**src/rtl/axi_chan_fifo_bridge.sv**
```systemverilog
// AXI4+ATOP channel decoupler: one independent FIFO per AW/W/AR/B/R channel, minimum latency 1 cycle.
// Ready = !full and valid = !empty, both register-derived; a stalled head beat is held stable.
module axi_chan_fifo_bridge_fifo #(
  parameter int WIDTH     = 8,
  parameter int LOG_DEPTH = 2
) (
  input  logic             clk_i,
  input  logic             rst_ni,
  input  logic [WIDTH-1:0] push_dat,
  input  logic             push_vld,
  output logic             push_rdy,
  output logic [WIDTH-1:0] pop_dat,
  output logic             pop_vld,
  input  logic             pop_rdy
);
  localparam int DEPTH = 2 ** LOG_DEPTH;
  localparam logic [LOG_DEPTH:0] PTR_ONE = (LOG_DEPTH+1)'(1);

  logic [WIDTH-1:0]   mem [DEPTH];
  logic [LOG_DEPTH:0] wr_ptr, rd_ptr;
  logic               in_reset;
  logic               full, empty, push, pop;

  assign empty = (wr_ptr == rd_ptr);
  assign full  = (wr_ptr[LOG_DEPTH] != rd_ptr[LOG_DEPTH]) &&
                 (wr_ptr[LOG_DEPTH-1:0] == rd_ptr[LOG_DEPTH-1:0]);

  // in_reset keeps both handshake sides quiet for the cycle after a sampled reset.
  assign push_rdy = !in_reset && !full;
  assign pop_vld  = !in_reset && !empty;
  assign pop_dat  = pop_vld ? mem[rd_ptr[LOG_DEPTH-1:0]] : '0;

  assign push = push_vld && push_rdy;
  assign pop  = pop_vld && pop_rdy;

  always_ff @(posedge clk_i) begin
    if (!rst_ni) begin
      wr_ptr   <= '0;
      rd_ptr   <= '0;
      in_reset <= 1'b1;
    end else begin
      in_reset <= 1'b0;
      if (push) wr_ptr <= wr_ptr + PTR_ONE;
      if (pop)  rd_ptr <= rd_ptr + PTR_ONE;
    end
  end

  // Storage is deliberately not reset; only the pointers decide what is visible.
  always_ff @(posedge clk_i) begin
    if (push) mem[wr_ptr[LOG_DEPTH-1:0]] <= push_dat;
  end
endmodule

module axi_chan_fifo_bridge #(
  parameter int AXI_ADDR_WIDTH = 32,
  parameter int AXI_DATA_WIDTH = 64,
  parameter int AXI_ID_WIDTH   = 4,
  parameter int AXI_USER_WIDTH = 2,
  parameter int LOG_DEPTH      = 2,
  localparam int AWB = AXI_ID_WIDTH + AXI_ADDR_WIDTH + AXI_USER_WIDTH + 35,
  localparam int WB  = AXI_DATA_WIDTH + AXI_DATA_WIDTH / 8 + 1 + AXI_USER_WIDTH,
  localparam int ARB = AXI_ID_WIDTH + AXI_ADDR_WIDTH + AXI_USER_WIDTH + 29,
  localparam int BB  = AXI_ID_WIDTH + AXI_USER_WIDTH + 2,
  localparam int RB  = AXI_ID_WIDTH + AXI_DATA_WIDTH + AXI_USER_WIDTH + 3
) (
  input  logic           clk_i,
  input  logic           rst_ni,
  input  logic [AWB-1:0] slv_aw_i,
  input  logic           slv_aw_valid_i,
  output logic           slv_aw_ready_o,
  input  logic [WB-1:0]  slv_w_i,
  input  logic           slv_w_valid_i,
  output logic           slv_w_ready_o,
  input  logic [ARB-1:0] slv_ar_i,
  input  logic           slv_ar_valid_i,
  output logic           slv_ar_ready_o,
  output logic [BB-1:0]  slv_b_o,
  output logic           slv_b_valid_o,
  input  logic           slv_b_ready_i,
  output logic [RB-1:0]  slv_r_o,
  output logic           slv_r_valid_o,
  input  logic           slv_r_ready_i,
  output logic [AWB-1:0] mst_aw_o,
  output logic           mst_aw_valid_o,
  input  logic           mst_aw_ready_i,
  output logic [WB-1:0]  mst_w_o,
  output logic           mst_w_valid_o,
  input  logic           mst_w_ready_i,
  output logic [ARB-1:0] mst_ar_o,
  output logic           mst_ar_valid_o,
  input  logic           mst_ar_ready_i,
  input  logic [BB-1:0]  mst_b_i,
  input  logic           mst_b_valid_i,
  output logic           mst_b_ready_o,
  input  logic [RB-1:0]  mst_r_i,
  input  logic           mst_r_valid_i,
  output logic           mst_r_ready_o
);
  axi_chan_fifo_bridge_fifo #(.WIDTH(AWB), .LOG_DEPTH(LOG_DEPTH)) i_aw_fifo (
    .clk_i(clk_i), .rst_ni(rst_ni),
    .push_dat(slv_aw_i), .push_vld(slv_aw_valid_i), .push_rdy(slv_aw_ready_o),
    .pop_dat(mst_aw_o), .pop_vld(mst_aw_valid_o), .pop_rdy(mst_aw_ready_i)
  );

  axi_chan_fifo_bridge_fifo #(.WIDTH(WB), .LOG_DEPTH(LOG_DEPTH)) i_w_fifo (
    .clk_i(clk_i), .rst_ni(rst_ni),
    .push_dat(slv_w_i), .push_vld(slv_w_valid_i), .push_rdy(slv_w_ready_o),
    .pop_dat(mst_w_o), .pop_vld(mst_w_valid_o), .pop_rdy(mst_w_ready_i)
  );

  axi_chan_fifo_bridge_fifo #(.WIDTH(ARB), .LOG_DEPTH(LOG_DEPTH)) i_ar_fifo (
    .clk_i(clk_i), .rst_ni(rst_ni),
    .push_dat(slv_ar_i), .push_vld(slv_ar_valid_i), .push_rdy(slv_ar_ready_o),
    .pop_dat(mst_ar_o), .pop_vld(mst_ar_valid_o), .pop_rdy(mst_ar_ready_i)
  );

  // Response channels run the other way: downstream pushes, upstream pops.
  axi_chan_fifo_bridge_fifo #(.WIDTH(BB), .LOG_DEPTH(LOG_DEPTH)) i_b_fifo (
    .clk_i(clk_i), .rst_ni(rst_ni),
    .push_dat(mst_b_i), .push_vld(mst_b_valid_i), .push_rdy(mst_b_ready_o),
    .pop_dat(slv_b_o), .pop_vld(slv_b_valid_o), .pop_rdy(slv_b_ready_i)
  );

  axi_chan_fifo_bridge_fifo #(.WIDTH(RB), .LOG_DEPTH(LOG_DEPTH)) i_r_fifo (
    .clk_i(clk_i), .rst_ni(rst_ni),
    .push_dat(mst_r_i), .push_vld(mst_r_valid_i), .push_rdy(mst_r_ready_o),
    .pop_dat(slv_r_o), .pop_vld(slv_r_valid_o), .pop_rdy(slv_r_ready_i)
  );
endmodule

```
**config.mk**
```make
export PLATFORM = sky130hd
export DESIGN_NAME = axi_chan_fifo_bridge
export DESIGN_NICKNAME = d
export VERILOG_FILES = /design/src/rtl/axi_chan_fifo_bridge.sv
export SDC_FILE = /design/constraint.sdc
export NUM_CORES = 1
export LEC_CHECK = 0
export CAP_MARGIN = 20
export CORE_ASPECT_RATIO = 1.1
export CORE_UTILIZATION = 55
export DETAILED_ROUTE_END_ITERATION = 8
export GPL_ROUTABILITY_DRIVEN = 0
export HOLD_SLACK_MARGIN = 0.02
export PLACE_DENSITY_LB_ADDON = 0.25
export REMOVE_ABC_BUFFERS = 1
export SYNTH_ARGS = -nofsm -noshare
export SYNTH_HDL_FRONTEND = slang
export SYNTH_SLANG_ARGS = --single-unit
export TNS_END_PERCENT = 5
```
**constraint.sdc**
```tcl
create_clock -name clk_i -period 12 [get_ports clk_i]
set_input_delay 1.8 -clock clk_i [delete_from_list [all_inputs] [get_ports clk_i]]
set_output_delay 1.8 -clock clk_i [all_outputs]
set_load 0.01 [all_outputs]
```
== Yosys cells after proc, flatten, opt, wreduce, memory -nomap -nowiden ==
Memories as Yosys holds them, arrays and structs flattened. A register that Yosys moved wholly into a read port is not among the register bits.
Cells that the tools add are included.

* Bits in registers: 31
* Memory bits (writable): 1184
* Bits of input ports: 308
* Logic and storage cells: 103
* Memories: 5

* Add/sub/neg operators: 10
* Equal/unequal tests: 15
* Mux-type cells: 26
* Reductions and logical operators: 36

{| class="wikitable"
|+ Memory list
! name !! words !! width !! rd ports !! clocked after memory_dff !! write ports !! RTL line !! RTL
|-
| i_w_fifo.mem || 4 || 75 || 1 || 1 || 1 || 19 || <nowiki>logic [WIDTH-1:0] mem [DEPTH];</nowiki>
|-
| i_aw_fifo.mem || 4 || 73 || 1 || 1 || 1 || 19 ||
|-
| i_r_fifo.mem || 4 || 73 || 1 || 1 || 1 || 19 ||
|-
| i_ar_fifo.mem || 4 || 67 || 1 || 1 || 1 || 19 ||
|-
| i_b_fifo.mem || 4 || 8 || 1 || 1 || 1 || 19 ||
|}

{| class="wikitable"
|+ Operators with widths
! operator !! count
|-
| 73-bit 2-to-1 mux || 2
|-
| 75-bit 2-to-1 mux || 1
|-
| 67-bit 2-to-1 mux || 1
|-
| 3-bit by 1-bit adder with 3-bit output, second input constant || 10
|-
| 1-bit logical AND || 25
|-
| 2-bit 2-to-1 mux || 10
|-
| 3-bit == test || 5
|-
| 1-bit logical NOT || 11
|-
| 1-bit 2-to-1 mux || 11
|-
| 2-bit == test || 5
|-
| 8-bit 2-to-1 mux || 1
|-
| 1-bit inequality test || 5
|}

== Depth between registers and ports, before layout ==
Gate-level depths: netlist of the first run.

* Depth after elaboration: 7
* Mapped depth: 5
* Mapped depth without buffers: 4

== Modules after synthesis ==
From an unflattened synthesis of the first run, not the netlist that was laid out.

* Cells, all modules: 2182
* Area, all modules: 47953.5 sq um

{| class="wikitable"
|+ By module, submodules not included
! module !! instances !! cells an instance !! area each (sq um) !! seq. area each (sq um)
|-
| axi_chan_fifo_bridge_fifo at i_aw_fifo ... || 2 || 524 || 11687.5 || 8948.6
|-
| axi_chan_fifo_bridge_fifo at i_w_fifo || 1 || 536 || 11913.9 || 9188.8
|-
| axi_chan_fifo_bridge_fifo at i_ar_fifo || 1 || 486 || 10905.5 || 8227.9
|-
| axi_chan_fifo_bridge_fifo at i_b_fifo || 1 || 112 || 1759.2 || 1141.1
|}

== Worst setup path after synthesis of the first run ==
OpenSTA, ideal clock, no wires.

* Path kind: in2reg
* Start point: in slv_aw_valid_i
* End point: reg i_aw_fifo.wr_ptr[2]
* Arrival time: 7.839 ns
* Required time: 11.613 ns
* Setup slack: 3.775 ns
* Stages: 3
* Buffers on the path: 0
* Cell sequence: nand2b_1 a311oi_1 mux2i_1

* Longest elaborated chain between the ends: 1

{| class="wikitable"
|+ RTL lines
! item !! RTL line !! RTL
|-
| from (decl) || 69 || <nowiki>input logic slv_aw_valid_i,</nowiki>
|-
| 1-bit logical AND || 33 || <nowiki>assign push = push_vld && push_rdy;</nowiki>
|-
| to (signal assigned) || 43 || <nowiki>if (push) wr_ptr <= wr_ptr + PTR_ONE;</nowiki>
|-
| to (decl) || 20 || <nowiki>logic [LOG_DEPTH:0] wr_ptr, rd_ptr;</nowiki>
|}

Every way passes these cells.
A chain may end at the register's enable or synchronous reset.

==> qor.txt, run 1 <==
============================================================================================
Number of H-tree branching levels                                                          3
Peak clock frequency supported by timing                                           184.4 MHz
Maximum number of pins on one net before global-route repair                              77
I/O Pins                                                                                 614
CTS tree                                                                                 yes
Synthesized instance count                                                              2176
Filler Cells Inserted                                                                   5286
Via count of the first global-routing pass                                             24120
Vias after detailed routing                                                            23230
Initial Util                                                                          55.77%
Capturing element type of the critical path                                     primary output
Fin crit period                                                                     5.423 ns
Start point of the worst min-delay path                                         i_b_fifo.rd_ptr[1]$_SDFFE_PN0P_
Synth Area in Adders                                                                 0.6594%
Overall power of the completed layout                                               8.910 mW
Number of search-and-repair iterations in the first detailed-routing pass                  5
Final setup vio count                                                                      0
Mux share of post-synthesis cell area                                                 14.60%
Compound-Gate Fraction of Synth Area                                                 0.6963%
Floorplan die area                                                               87430 sq um
Run status                                                                         completed
Synth area leaders                                                              sky130_fd_sc_hd__edfxtp_1 (75%), sky130_fd_sc_hd__mux4_2 (14%), sky130_fd_sc_hd__nor2b_1 (3.9%)
Number of violations reported at the end of detailed-routing iteration 0                1598
Number of instances on the worst hold path                                                 2
Detailed Place HPWL                                                             61190 microns
Required time at the endpoint of the critical path                                  10.20 ns
Normalized max-slew margin                                                            23.25%
Quantity of gates resized following cts                                                    0
Cell at the root of the clock tree                                              sky130_fd_sc_hd__clkbuf_16
Worst-case clock skew                                                             0.02686 ns
Remaining antenna violation count                                                          0
Number of nets in the finished design                                                   3167
Post-CTS Setup Repair Bufs                                                                 0
Maximum fanout count along the critical path                                              46
Wire length of the first global-routing pass                                    147400 microns
CTS Hold Buffers Added                                                                     0
Initial antenna violation count                                                           38
Worst-case vdd ir drop                                                             0.1356 mV
Num rows                                                                                 112
Leakage power figure                                                                18.06 nW
Slew Limit Fails                                                                           0
Clock Tree Buf Depth                                                                       3
Largest area contributor in the synthesized netlist                             sky130_fd_sc_hd__edfxtp_1
Drc violations                                                                             0
Basic-gate share of the synthesized area counting and, or, nand and nor cells         5.125%
Hold-critical path endpoint                                                     i_b_fifo.rd_ptr[1]$_SDFFE_PN0P_
Hold Crit Class                                                                   reg -> reg
XOR/XNOR Fraction of Synth Area                                                      0.5539%
Core region area                                                                 85060 sq um
Synth-to-layout area growth                                                           22.90%
Sequential cell area fraction in the yosys report                                     76.68%
Share of final-layout standard cells stronger than drive strength 1                   17.78%
Transition time at the pin with the least slew margin                               1.151 ns
Die extent in y                                                                 310.0 microns
Clock sinks                                                                             1225
Final hold violation count                                                                 0
TritonCTS buffer count                                                                   115
Register-to-register setup slack                                                     8.82 ns
Clk_lat worst skew                                                                   0.69 ns
Post-synthesis instance area                                                     47440 sq um
Worst Reg2Reg Path Length in Cells                                                         5
Final Cycle Share                                                                     45.19%
Total congestion overflow after global routing                                             0
Synthesized flop and latch total                                                        1225
Per-instance average area after synthesis                                        21.80 sq um
Arrival time at the worst endpoint                                                   3.62 ns
Power density of the placed cells                                               152.8 nW/um^2
Area share of the leading cell type in the synthesized netlist                        74.95%
Kind of start point of the critical path                                            register
Netlist cell types                                                                        34
Quantity of I/O buffers inserted on ports                                                613
Unrepaired setup endpoints after global routing                                           no
Avg WL per Cell                                                                 24.52 microns
Endpoint of the worst-slack reg-to-reg timing path                              i_w_fifo.mem[1][7]$_DFFE_PP_
Average via count per standard cell                                                    5.682
Die W                                                                           282.0 microns
Global-route usage over all layers                                                    22.76%
Final sum of negative setup slack                                                       0 ns
Total Routed Length                                                             100200 microns
Largest family of logic cells by synthesized area                               multiplexers
Max_cap viols                                                                              0
Type of the setup path with the least slack                                       reg -> out
Clock slew seen by the registers of the worst setup and hold paths                   0.06 ns
Count of yosys warnings during synthesis                                                   0
Worst reg2reg startpoint                                                        i_r_fifo.in_reset$_DFF_P_
============================================================================================
[cells in the final DEF, fill, tap and decap left out, types with 22 or more instances in the layout]
cell type / netlist / routed
sky130_fd_sc_hd__ha_1: 25 / 25
sky130_fd_sc_hd__dfxtp_1: 41 / 33
sky130_fd_sc_hd__inv_1: 26 / 26
sky130_fd_sc_hd__nor2b_1: 294 / 294
sky130_fd_sc_hd__buf_4: 10 / 31
sky130_fd_sc_hd__clkbuf_16: 0 / 118
sky130_fd_sc_hd__clkdlybuf4s50_1: 0 / 612
sky130_fd_sc_hd__diode_2: 0 / 24
sky130_fd_sc_hd__mux2i_1: 26 / 26
sky130_fd_sc_hd__mux4_2: 296 / 296
sky130_fd_sc_hd__edfxtp_1: 1184 / 1184
sky130_fd_sc_hd__nand2_1: 50 / 50
sky130_fd_sc_hd__clkbuf_1: 30 / 22
sky130_fd_sc_hd__clkinv_1: 0 / 33
[power by group]
group | leakage, nW | internal [mW] | total, mW | switching (mW)
Clock | 1.72 | 1.92 | 3.43 | 1.51
Combinational | 5.25 | 0.358 | 0.655 | 0.297
Sequential | 11.1 | 4.79 | 4.83 | 0.0433
[worst max-delay path, stage by stage (launching register included)]
cell	delay, ns
sky130_fd_sc_hd__dfxtp_4	0.95
sky130_fd_sc_hd__buf_4	0.63
sky130_fd_sc_hd__mux4_2	0.59
sky130_fd_sc_hd__nor2b_1	0.15
sky130_fd_sc_hd__clkdlybuf4s50_1	0.56
[layout make-up]
class | instances | area, sq um | area share [%]
Inverter | 26 | 97.59 | 0.1674
Tap cell | 1140 | 1426 | 2.447
Clock buffer | 140 | 3035 | 5.206
Sequential cell | 1225 | 36390 | 62.42
Timing Repair Buffer | 647 | 6446 | 11.06
Clock inverter | 67 | 525.5 | 0.9013
Antenna cell | 24 | 60.06 | 0.1030
Multi-Input combinational cell | 819 | 10320 | 17.69
[per-stage QoR]
stage / setup WS, ns / cell area [sq um] / hold WS (ns) / instances / util (%)
floorplan: 3.773 / 46740 / 0.4785 / 2070 / -
global placement: 7.161 / 54600 / 0.4872 / 3854 / 64.19
detailed placement: 7.133 / 54600 / 0.5304 / 3854 / 64.19
CTS: 6.395 / 58160 / 0.5463 / 4061 / 68.37
global route: 6.281 / 58290 / 0.5668 / 4082 / 68.52
finish: 6.577 / 58300 / 0.5405 / 4088 / 68.54
[synth_stat cells]
library cell               number
sky130_fd_sc_hd__and2_1        18
sky130_fd_sc_hd__nand2_1       50
sky130_fd_sc_hd__buf_1          3
sky130_fd_sc_hd__a311oi_1       1
sky130_fd_sc_hd__xor2_1        15
sky130_fd_sc_hd__or3_1          1
sky130_fd_sc_hd__clkbuf_1      30
sky130_fd_sc_hd__xnor2_1       15
sky130_fd_sc_hd__dfxtp_1       41
sky130_fd_sc_hd__ha_1          25
sky130_fd_sc_hd__mux4_2       296
sky130_fd_sc_hd__buf_4         10
sky130_fd_sc_hd__nand2b_1      11
sky130_fd_sc_hd__nor2_1         1
sky130_fd_sc_hd__o311ai_1       1
sky130_fd_sc_hd__a31oi_2        1
sky130_fd_sc_hd__o311ai_0       3
sky130_fd_sc_hd__edfxtp_1    1184
sky130_fd_sc_hd__nand3_1        3
sky130_fd_sc_hd__a31o_2         3
sky130_fd_sc_hd__inv_1         26
sky130_fd_sc_hd__clkbuf_2       1
sky130_fd_sc_hd__o211ai_1      14
sky130_fd_sc_hd__nor3_1         7
sky130_fd_sc_hd__nor2b_1      294
sky130_fd_sc_hd__mux2i_1       26
sky130_fd_sc_hd__nor2b_4        2
sky130_fd_sc_hd__a31oi_1        8
sky130_fd_sc_hd__or4_1         14
sky130_fd_sc_hd__buf_6         30
sky130_fd_sc_hd__buf_2         32
sky130_fd_sc_hd__a31o_1         2
sky130_fd_sc_hd__a311oi_2       5
sky130_fd_sc_hd__nor4bb_1       3
[kinds of logic after synthesis]
logic type                 Yosys count
AOI/OAI and AO/OA                   38
adders and majority gates           25
DFF                               1225
and+or+nand+nor                    404
muxes                              322
buffers and inverters              132
xor gates and xnor gates            30
[metal layers]
layer  track usage, %  vias up  part of all wire, %
met3            6.165      182                  7.9
li1                 -    10160                    -
met4            10.48       40                  3.1
met2            37.57      751                   52
met1            28.16    12090                   37
met5                0        -                 0.27
[state kept, by name, summed over array words and instances, names as in the netlist, named ones only]
register / cells
i_w_fifo.mem: 300
i_aw_fifo.mem: 292
i_r_fifo.mem: 292
i_ar_fifo.mem: 268
i_b_fifo.mem: 32
i_ar_fifo.rd_ptr: 3
i_ar_fifo.wr_ptr: 3
i_aw_fifo.rd_ptr: 3
i_aw_fifo.wr_ptr: 3
i_b_fifo.rd_ptr: 3
i_b_fifo.wr_ptr: 3
i_r_fifo.rd_ptr: 3
i_r_fifo.wr_ptr: 3
i_w_fifo.rd_ptr: 3
i_w_fifo.wr_ptr: 3
i_r_fifo.in_reset: 1
[how the worst max path moves through the flow]
stage,end,cells after the start,from,slack (ns)
global route,mst_w_o[60],4,register,6.28
CTS,mst_w_o[60],4,register,6.39
detailed placement,mst_w_o[60],4,register,7.13
global placement,mst_w_o[63],4,register,7.16
floorplan,i_aw_fifo.wr_ptr[2]$_SDFFE_PN0P_,3,slv_aw_valid_i,3.77
finish,mst_w_o[60],4,register,6.58
(Power assumes the default switching activity.)
==> run 2: changes to the inputs <==
==> constraint.sdc (replaced) <==
create_clock -name clk_i -period 5.65 [get_ports clk_i]
set_input_delay 0.8475 -clock clk_i [delete_from_list [all_inputs] [get_ports clk_i]]
set_output_delay 0.8475 -clock clk_i [all_outputs]
set_load 0.01 [all_outputs]
==> run 2 against run 1 <==
Against the previous run:
- non-clock buffer count up 4
- die area is the same
- combinational power rose by 110%
- clock skew decreased by 0.0059 ns
- flip-flop and latch count did not move
- count of clock-buffer cells in the layout rose by 11
- critical path type unchanged
- worst setup slack worse by 5.5 ns
==> qor.txt, run 2 (synthesis gave the netlist of run 1 again) <==
========================================================================================
Hold Crit Class                                                               reg -> reg
Required time at the endpoint of the critical path                               4.80 ns
Clk_lat worst skew                                                               0.70 ns
Final Cycle Share                                                                 80.88%
Share of final-layout standard cells stronger than drive strength 1               17.96%
Total congestion overflow after global routing                                         0
Die extent in y                                                             310.0 microns
M1 wire length                                                              36370 microns
TritonCTS buffer count                                                               114
Uppermost metal layer occupied by signal nets                                       met5
Synth-to-layout area growth                                                       23.16%
Fin crit period                                                                 4.569 ns
Number of search-and-repair iterations in the first detailed-routing pass              5
Worst-case vdd ir drop                                                         0.3061 mV
CTS Hold Buffers Added                                                                 0
Clock sinks                                                                         1225
Number of flip-flops in the largest register                                         300
Overall power of the completed layout                                           19.11 mW
Arrival time at the worst endpoint                                               3.72 ns
CTS tree                                                                             yes
Capturing element type of the critical path                                 primary output
Most common cell after layout, fill and taps aside                          sky130_fd_sc_hd__edfxtp_1
Global-route usage over all layers                                                22.87%
Unrepaired setup endpoints after global routing                                       no
Run status                                                                     completed
Routed length on met3                                                       7391 microns
Leakage power figure                                                            18.14 nW
Clock Tree Buf Depth                                                                   3
Max_cap viols                                                                          0
Ordered list of cells on the worst path                                     buf_4, a31o_2, buf_4, nor2b_1, clkdlybuf4s50_1
Final setup vio count                                                                  0
Floorplan die area                                                           87430 sq um
Transition time at the pin with the least slew margin                           1.114 ns
Die W                                                                       282.0 microns
Vias after detailed routing                                                        23110
Slew Limit Fails                                                                       0
Cell at the root of the clock tree                                          sky130_fd_sc_hd__clkbuf_16
Avg WL per Cell                                                             24.50 microns
I/O Pins                                                                             614
Number of H-tree branching levels                                                      3
Final hold violation count                                                             0
Maximum fanout count along the critical path                                          40
Core region area                                                             85060 sq um
Highest-count cells in the layout ignoring fill and taps                    sky130_fd_sc_hd__edfxtp_1 (1184), sky130_fd_sc_hd__clkdlybuf4s50_1 (612), sky130_fd_sc_hd__mux4_2 (296), sky130_fd_sc_hd__nor2b_1 (294), sky130_fd_sc_hd__clkbuf_16 (115)
Number of nets in the finished design                                               3170
Via count of the first global-routing pass                                         24430
Power density of the placed cells                                           327.1 nW/um^2
Maximum number of pins on one net before global-route repair                          74
Setup slack after placement                                                     1.770 ns
Kind of start point of the critical path                                        register
Slack of the critical path                                                      1.081 ns
Final sum of negative setup slack                                                   0 ns
Drc violations                                                                         0
Worst-path cell with the longest stage delay                                sky130_fd_sc_hd__dfxtp_1
Quantity of I/O buffers inserted on ports                                            613
Clock slew seen by the registers of the worst setup and hold paths               0.06 ns
Wire length of the first global-routing pass                                148200 microns
Worst stage delay on the critical path                                           0.80 ns
Average via count per standard cell                                                5.644
Peak clock frequency supported by timing                                       218.8 MHz
Most numerous cell on the critical path                                     sky130_fd_sc_hd__buf_4
Quantity of gates resized following cts                                                0
Type of the setup path with the least slack                                   reg -> out
Num rows                                                                             112
Filler Cells Inserted                                                               5290
Number of violations reported at the end of detailed-routing iteration 0            1450
Gate family responsible for the most delay along the worst path             buffers and inverters
Length of routed met2 wiring                                                53630 microns
Initial Util                                                                      55.77%
Initial antenna violation count                                                       28
Detailed Place HPWL                                                         64130 microns
Remaining antenna violation count                                                      0
Normalized max-slew margin                                                        25.71%
Total Routed Length                                                         100300 microns
Worst-case clock skew                                                         0.02094 ns
Total buffers and inverters traversed by the critical path                             3
Post-CTS Setup Repair Bufs                                                             0
========================================================================================
[run 2: cell types whose count changed in the layout (fill, tap and decap cells not counted), moves of 3 or more]
cell / before / now
sky130_fd_sc_hd__buf_12: 0 / 3
sky130_fd_sc_hd__buf_4: 31 / 34
sky130_fd_sc_hd__bufinv_16: 6 / 10
sky130_fd_sc_hd__clkbuf_1: 22 / 35
sky130_fd_sc_hd__clkbuf_16: 118 / 115
sky130_fd_sc_hd__clkinv_1: 33 / 24
sky130_fd_sc_hd__clkinv_2: 14 / 18
sky130_fd_sc_hd__clkinvlp_4: 6 / 2
sky130_fd_sc_hd__diode_2: 24 / 20
[run 2: power by group]
group	switching [mW]	total, mW	leakage (nW)	internal, mW
Clock	3.22	7.46	1.78	4.23
Sequential	0.101	10.3	11.1	10.2
Combinational	0.627	1.39	5.26	0.762
[run 2: per-layer routing]
layer,vias up,GRT usage (%)
met5,-,0
met3,178,5.977
met4,28,8.696
met2,737,39.78
li1,10160,-
met1,12010,27.35
[run 2: cell type report]
cell class / count / area, sq um / area share [%]
clock buffer: 151 / 3023 / 5.174
multi-input combinational: 819 / 10320 / 17.66
inverter: 26 / 97.59 / 0.1670
tap: 1140 / 1426 / 2.441
antenna: 20 / 50.05 / 0.08566
timing repair buffer: 651 / 6474 / 11.08
sequential: 1225 / 36390 / 62.29
clock inverter: 63 / 643.1 / 1.101
[run 2: final timing paths]
check | startpoint | end | slack (ns) | depth (start not counted)
worst max-delay path | i_r_fifo.in_reset$_DFF_P_ | mst_ar_o[58] | 1.08 | 5
worst min-delay path | i_aw_fifo.wr_ptr[2]$_SDFFE_PN0P_ | i_aw_fifo.wr_ptr[2]$_SDFFE_PN0P_ | 0.52 | 2
worst max register to register | i_r_fifo.in_reset$_DFF_P_ | i_aw_fifo.mem[2][10]$_DFFE_PP_ | 2.47 | 5
worst min register to register | i_aw_fifo.wr_ptr[2]$_SDFFE_PN0P_ | i_aw_fifo.wr_ptr[2]$_SDFFE_PN0P_ | 0.52 | 2
[run 2: per-stage QoR]
| stage | cell area (sq um) | util (%) | cells | hold slack [ns] |
|---|---|---|---|---|
| 5_1_grt | 58410 | 68.66 | 4088 | 0.5525 |
| 6_report | 58420 | 68.69 | 4095 | 0.5220 |
| 3_3_place_gp | 54680 | 64.28 | 3860 | 0.4935 |
| 2_1_floorplan | 46740 | - | 2070 | 0.4785 |
| 4_1_cts | 58370 | 68.63 | 4075 | 0.5304 |
| 3_5_place_dp | 54710 | 64.32 | 3861 | 0.5199 |
[run 2: worst register-to-register path, stage by stage (launching register included)]
cell	delay, ns
sky130_fd_sc_hd__dfxtp_1	0.54
sky130_fd_sc_hd__buf_4	0.32
sky130_fd_sc_hd__nand2b_1	0.23
sky130_fd_sc_hd__a31oi_1	0.45
sky130_fd_sc_hd__and2_4	0.74
sky130_fd_sc_hd__buf_4	0.53
==> run 3: changes to the inputs <==
--- a/config.mk
+++ b/config.mk
@@ -7,7 +7,7 @@
 export LEC_CHECK = 0
 export CAP_MARGIN = 20
 export CORE_ASPECT_RATIO = 1.1
-export CORE_UTILIZATION = 55
+export CORE_UTILIZATION = 50
 export DETAILED_ROUTE_END_ITERATION = 8
 export GPL_ROUTABILITY_DRIVEN = 0
 export HOLD_SLACK_MARGIN = 0.02
==> constraint.sdc (replaced) <==
create_clock -name clk_i -period 4.17 [get_ports clk_i]
set_input_delay 0.6255 -clock clk_i [delete_from_list [all_inputs] [get_ports clk_i]]
set_output_delay 0.6255 -clock clk_i [all_outputs]
set_load 0.01 [all_outputs]
==> run 3 against run 2 <==
Against the previous run:
- register-to-register slack worse by 0.92 ns
- utilization shrank 5.9 points
- routed wire length grew 0.92%
- first-iteration DRC count up 1.4%
- cell count grew 3.3%
- final area increased by 1.1%
- non-clock buffer count is 19 higher
- worst setup slack lost 0.71 ns
- highest routed layer unchanged
==> qor.txt, run 3 (synthesis gave the netlist of run 1 again) <==
========================================================================================
Run status                                                                     completed
Maximum number of pins on one net before global-route repair                          76
Via count of the first global-routing pass                                         24180
Clk_lat worst skew                                                               0.69 ns
Hold-critical path endpoint                                                 i_r_fifo.in_reset$_DFF_P_
Die W                                                                       295.7 microns
Average via count per standard cell                                                5.475
Most common cell after layout, fill and taps aside                          sky130_fd_sc_hd__edfxtp_1
Clock Tree Buf Depth                                                                   3
Number of violations reported at the end of detailed-routing iteration 0            1471
Arrival time at the worst endpoint                                               3.17 ns
Share of final-layout standard cells stronger than drive strength 1               19.01%
Register-to-register setup slack                                                 1.55 ns
Max_cap viols                                                                          0
Drc violations                                                                         0
Die extent in y                                                             325.1 microns
Global-route usage over all layers                                                21.04%
Quantity of I/O buffers inserted on ports                                            613
Cell Count, Final, Fillers Out                                                      4229
Start point of the worst min-delay path                                           rst_ni
TritonCTS buffer count                                                               115
Number of cells after detailed placement                                            4000
Type of the setup path with the least slack                                   reg -> out
Cell at the root of the clock tree                                          sky130_fd_sc_hd__clkbuf_16
Number of instances on the worst hold path                                             2
Post-layout util                                                                  62.80%
Total congestion overflow after global routing                                         0
Capturing element type of the critical path                                 primary output
Transition time at the pin with the least slew margin                          0.9381 ns
Highest-count cells in the layout ignoring fill and taps                    sky130_fd_sc_hd__edfxtp_1 (1184), sky130_fd_sc_hd__clkdlybuf4s50_1 (612), sky130_fd_sc_hd__mux4_2 (296), sky130_fd_sc_hd__nor2b_1 (294), sky130_fd_sc_hd__clkbuf_16 (118)
Normalized max-slew margin                                                        37.46%
Met1 GRT Util                                                                     26.73%
Avg WL per Cell                                                             23.94 microns
Worst-case vdd ir drop                                                         0.3839 mV
Unrepaired setup endpoints after global routing                                       no
Detailed Place HPWL                                                         65580 microns
Synth-to-layout area growth                                                       24.50%
Slack of the critical path                                                     0.3723 ns
Num rows                                                                             118
CTS tree                                                                             yes
GRT Max-Usage Layer                                                                 met2
Hold Crit Class                                                                in -> reg
Met3 Track Usage GR                                                               4.796%
Number of H-tree branching levels                                                      3
Leakage power figure                                                            18.36 nW
Post-CTS Setup Repair Bufs                                                             0
Initial antenna violation count                                                       21
Slew Limit Fails                                                                       0
Worst-case clock skew                                                         0.04667 ns
Final hold violation count                                                             0
Kind of start point of the critical path                                        register
Final setup vio count                                                                  0
Worst reg2reg startpoint                                                    i_r_fifo.wr_ptr[1]$_SDFFE_PN0P_
Vias after detailed routing                                                        23150
Number of search-and-repair iterations in the first detailed-routing pass              5
Maximum fanout count along the critical path                                          34
Clock slew seen by the registers of the worst setup and hold paths               0.07 ns
Floorplan die area                                                           96110 sq um
Final Cycle Share                                                                 91.07%
Remaining antenna violation count                                                      0
Worst Reg2Reg Path Length in Cells                                                     4
Required time at the endpoint of the critical path                               3.54 ns
Total Routed Length                                                         101300 microns
Number of nets in the finished design                                               3190
Initial Util                                                                      50.44%
Overall power of the completed layout                                           26.15 mW
Clock sinks                                                                         1225
Fin crit period                                                                 3.798 ns
Met2 Use GR                                                                       35.87%
Setup slack after placement                                                    0.8943 ns
Core region area                                                             94050 sq um
I/O Pins                                                                             614
Peak clock frequency supported by timing                                       263.3 MHz
Power density of the placed cells                                           442.7 nW/um^2
Number of flip-flops in the largest register                                         300
Endpoint of the worst-slack reg-to-reg timing path                          i_r_fifo.mem[2][66]$_DFFE_PP_
Wire length of the first global-routing pass                                150900 microns
========================================================================================
-- run 3: area by class of cell --
class	count	area, sq um
multi-input cells	819	10320
clock inverters	84	765.7
flip-flops and latches	1225	36400
inverters	26	97.59
clock buffers	133	3009
well taps	1260	1577
diodes	12	30.03
fillers	6421	34990
repair buffers	670	6863
-- run 3: worst max path at each step --
stage / startpoint / endpoint / slack, ns / cells after the start
2_1_floorplan: i_aw_fifo.wr_ptr[0]$_SDFFE_PN0P_ / i_aw_fifo.wr_ptr[2]$_SDFFE_PN0P_ / -3.14 / 3
3_3_place_gp: i_aw_fifo.wr_ptr[1]$_SDFFE_PN0P_ / mst_aw_o[65] / 0.93 / 5
3_5_place_dp: i_aw_fifo.wr_ptr[1]$_SDFFE_PN0P_ / mst_aw_o[65] / 0.89 / 5
4_1_cts: i_aw_fifo.wr_ptr[1]$_SDFFE_PN0P_ / mst_aw_o[65] / 0.16 / 5
5_1_grt: i_r_fifo.wr_ptr[1]$_SDFFE_PN0P_ / slv_r_o[43] / 0.19 / 5
6_report: i_r_fifo.wr_ptr[1]$_SDFFE_PN0P_ / slv_r_o[43] / 0.37 / 5
-- run 3: metal layers --
metal	part of all wire, %	vias to the layer above	wire length, microns
met5	0.11	-	114
met4	2.3	18	2344
met3	6.7	148	6811
met2	53	709	53230
met1	38	12070	38750
li1	-	10200	-
-- run 3: repair_timing --
action	4_1_cts	5_1_grt
hold buffers	0	0
setup endpoints to repair	0	1
gates resized for setup	0	1
-- run 3: power breakdown --
| part | internal [mW] | switching (mW) |
|---|---|---|
| sequential | 13.8 | 0.112 |
| clock | 5.87 | 4.46 |
| combinational | 1.06 | 0.883 |
-- run 3: through the flow --
step	hold WS, ns	cell area (sq um)	setup TNS [ns]
floorplan	0.4785	46740	-498.04
global placement	0.4977	55250	0
detailed placement	0.5069	55250	0
CTS	0.2748	59030	0
global route	0.3037	59060	0
finish	0.2813	59060	0
-- run 3: worst max-delay path, stage by stage, from the launching register on --
cell and delay, ns:
sky130_fd_sc_hd__dfxtp_1 0.38, sky130_fd_sc_hd__xnor2_1 0.37, sky130_fd_sc_hd__a31o_2 0.63, sky130_fd_sc_hd__buf_4 0.44
sky130_fd_sc_hd__nor2b_1 0.12, sky130_fd_sc_hd__clkdlybuf4s50_1 0.52
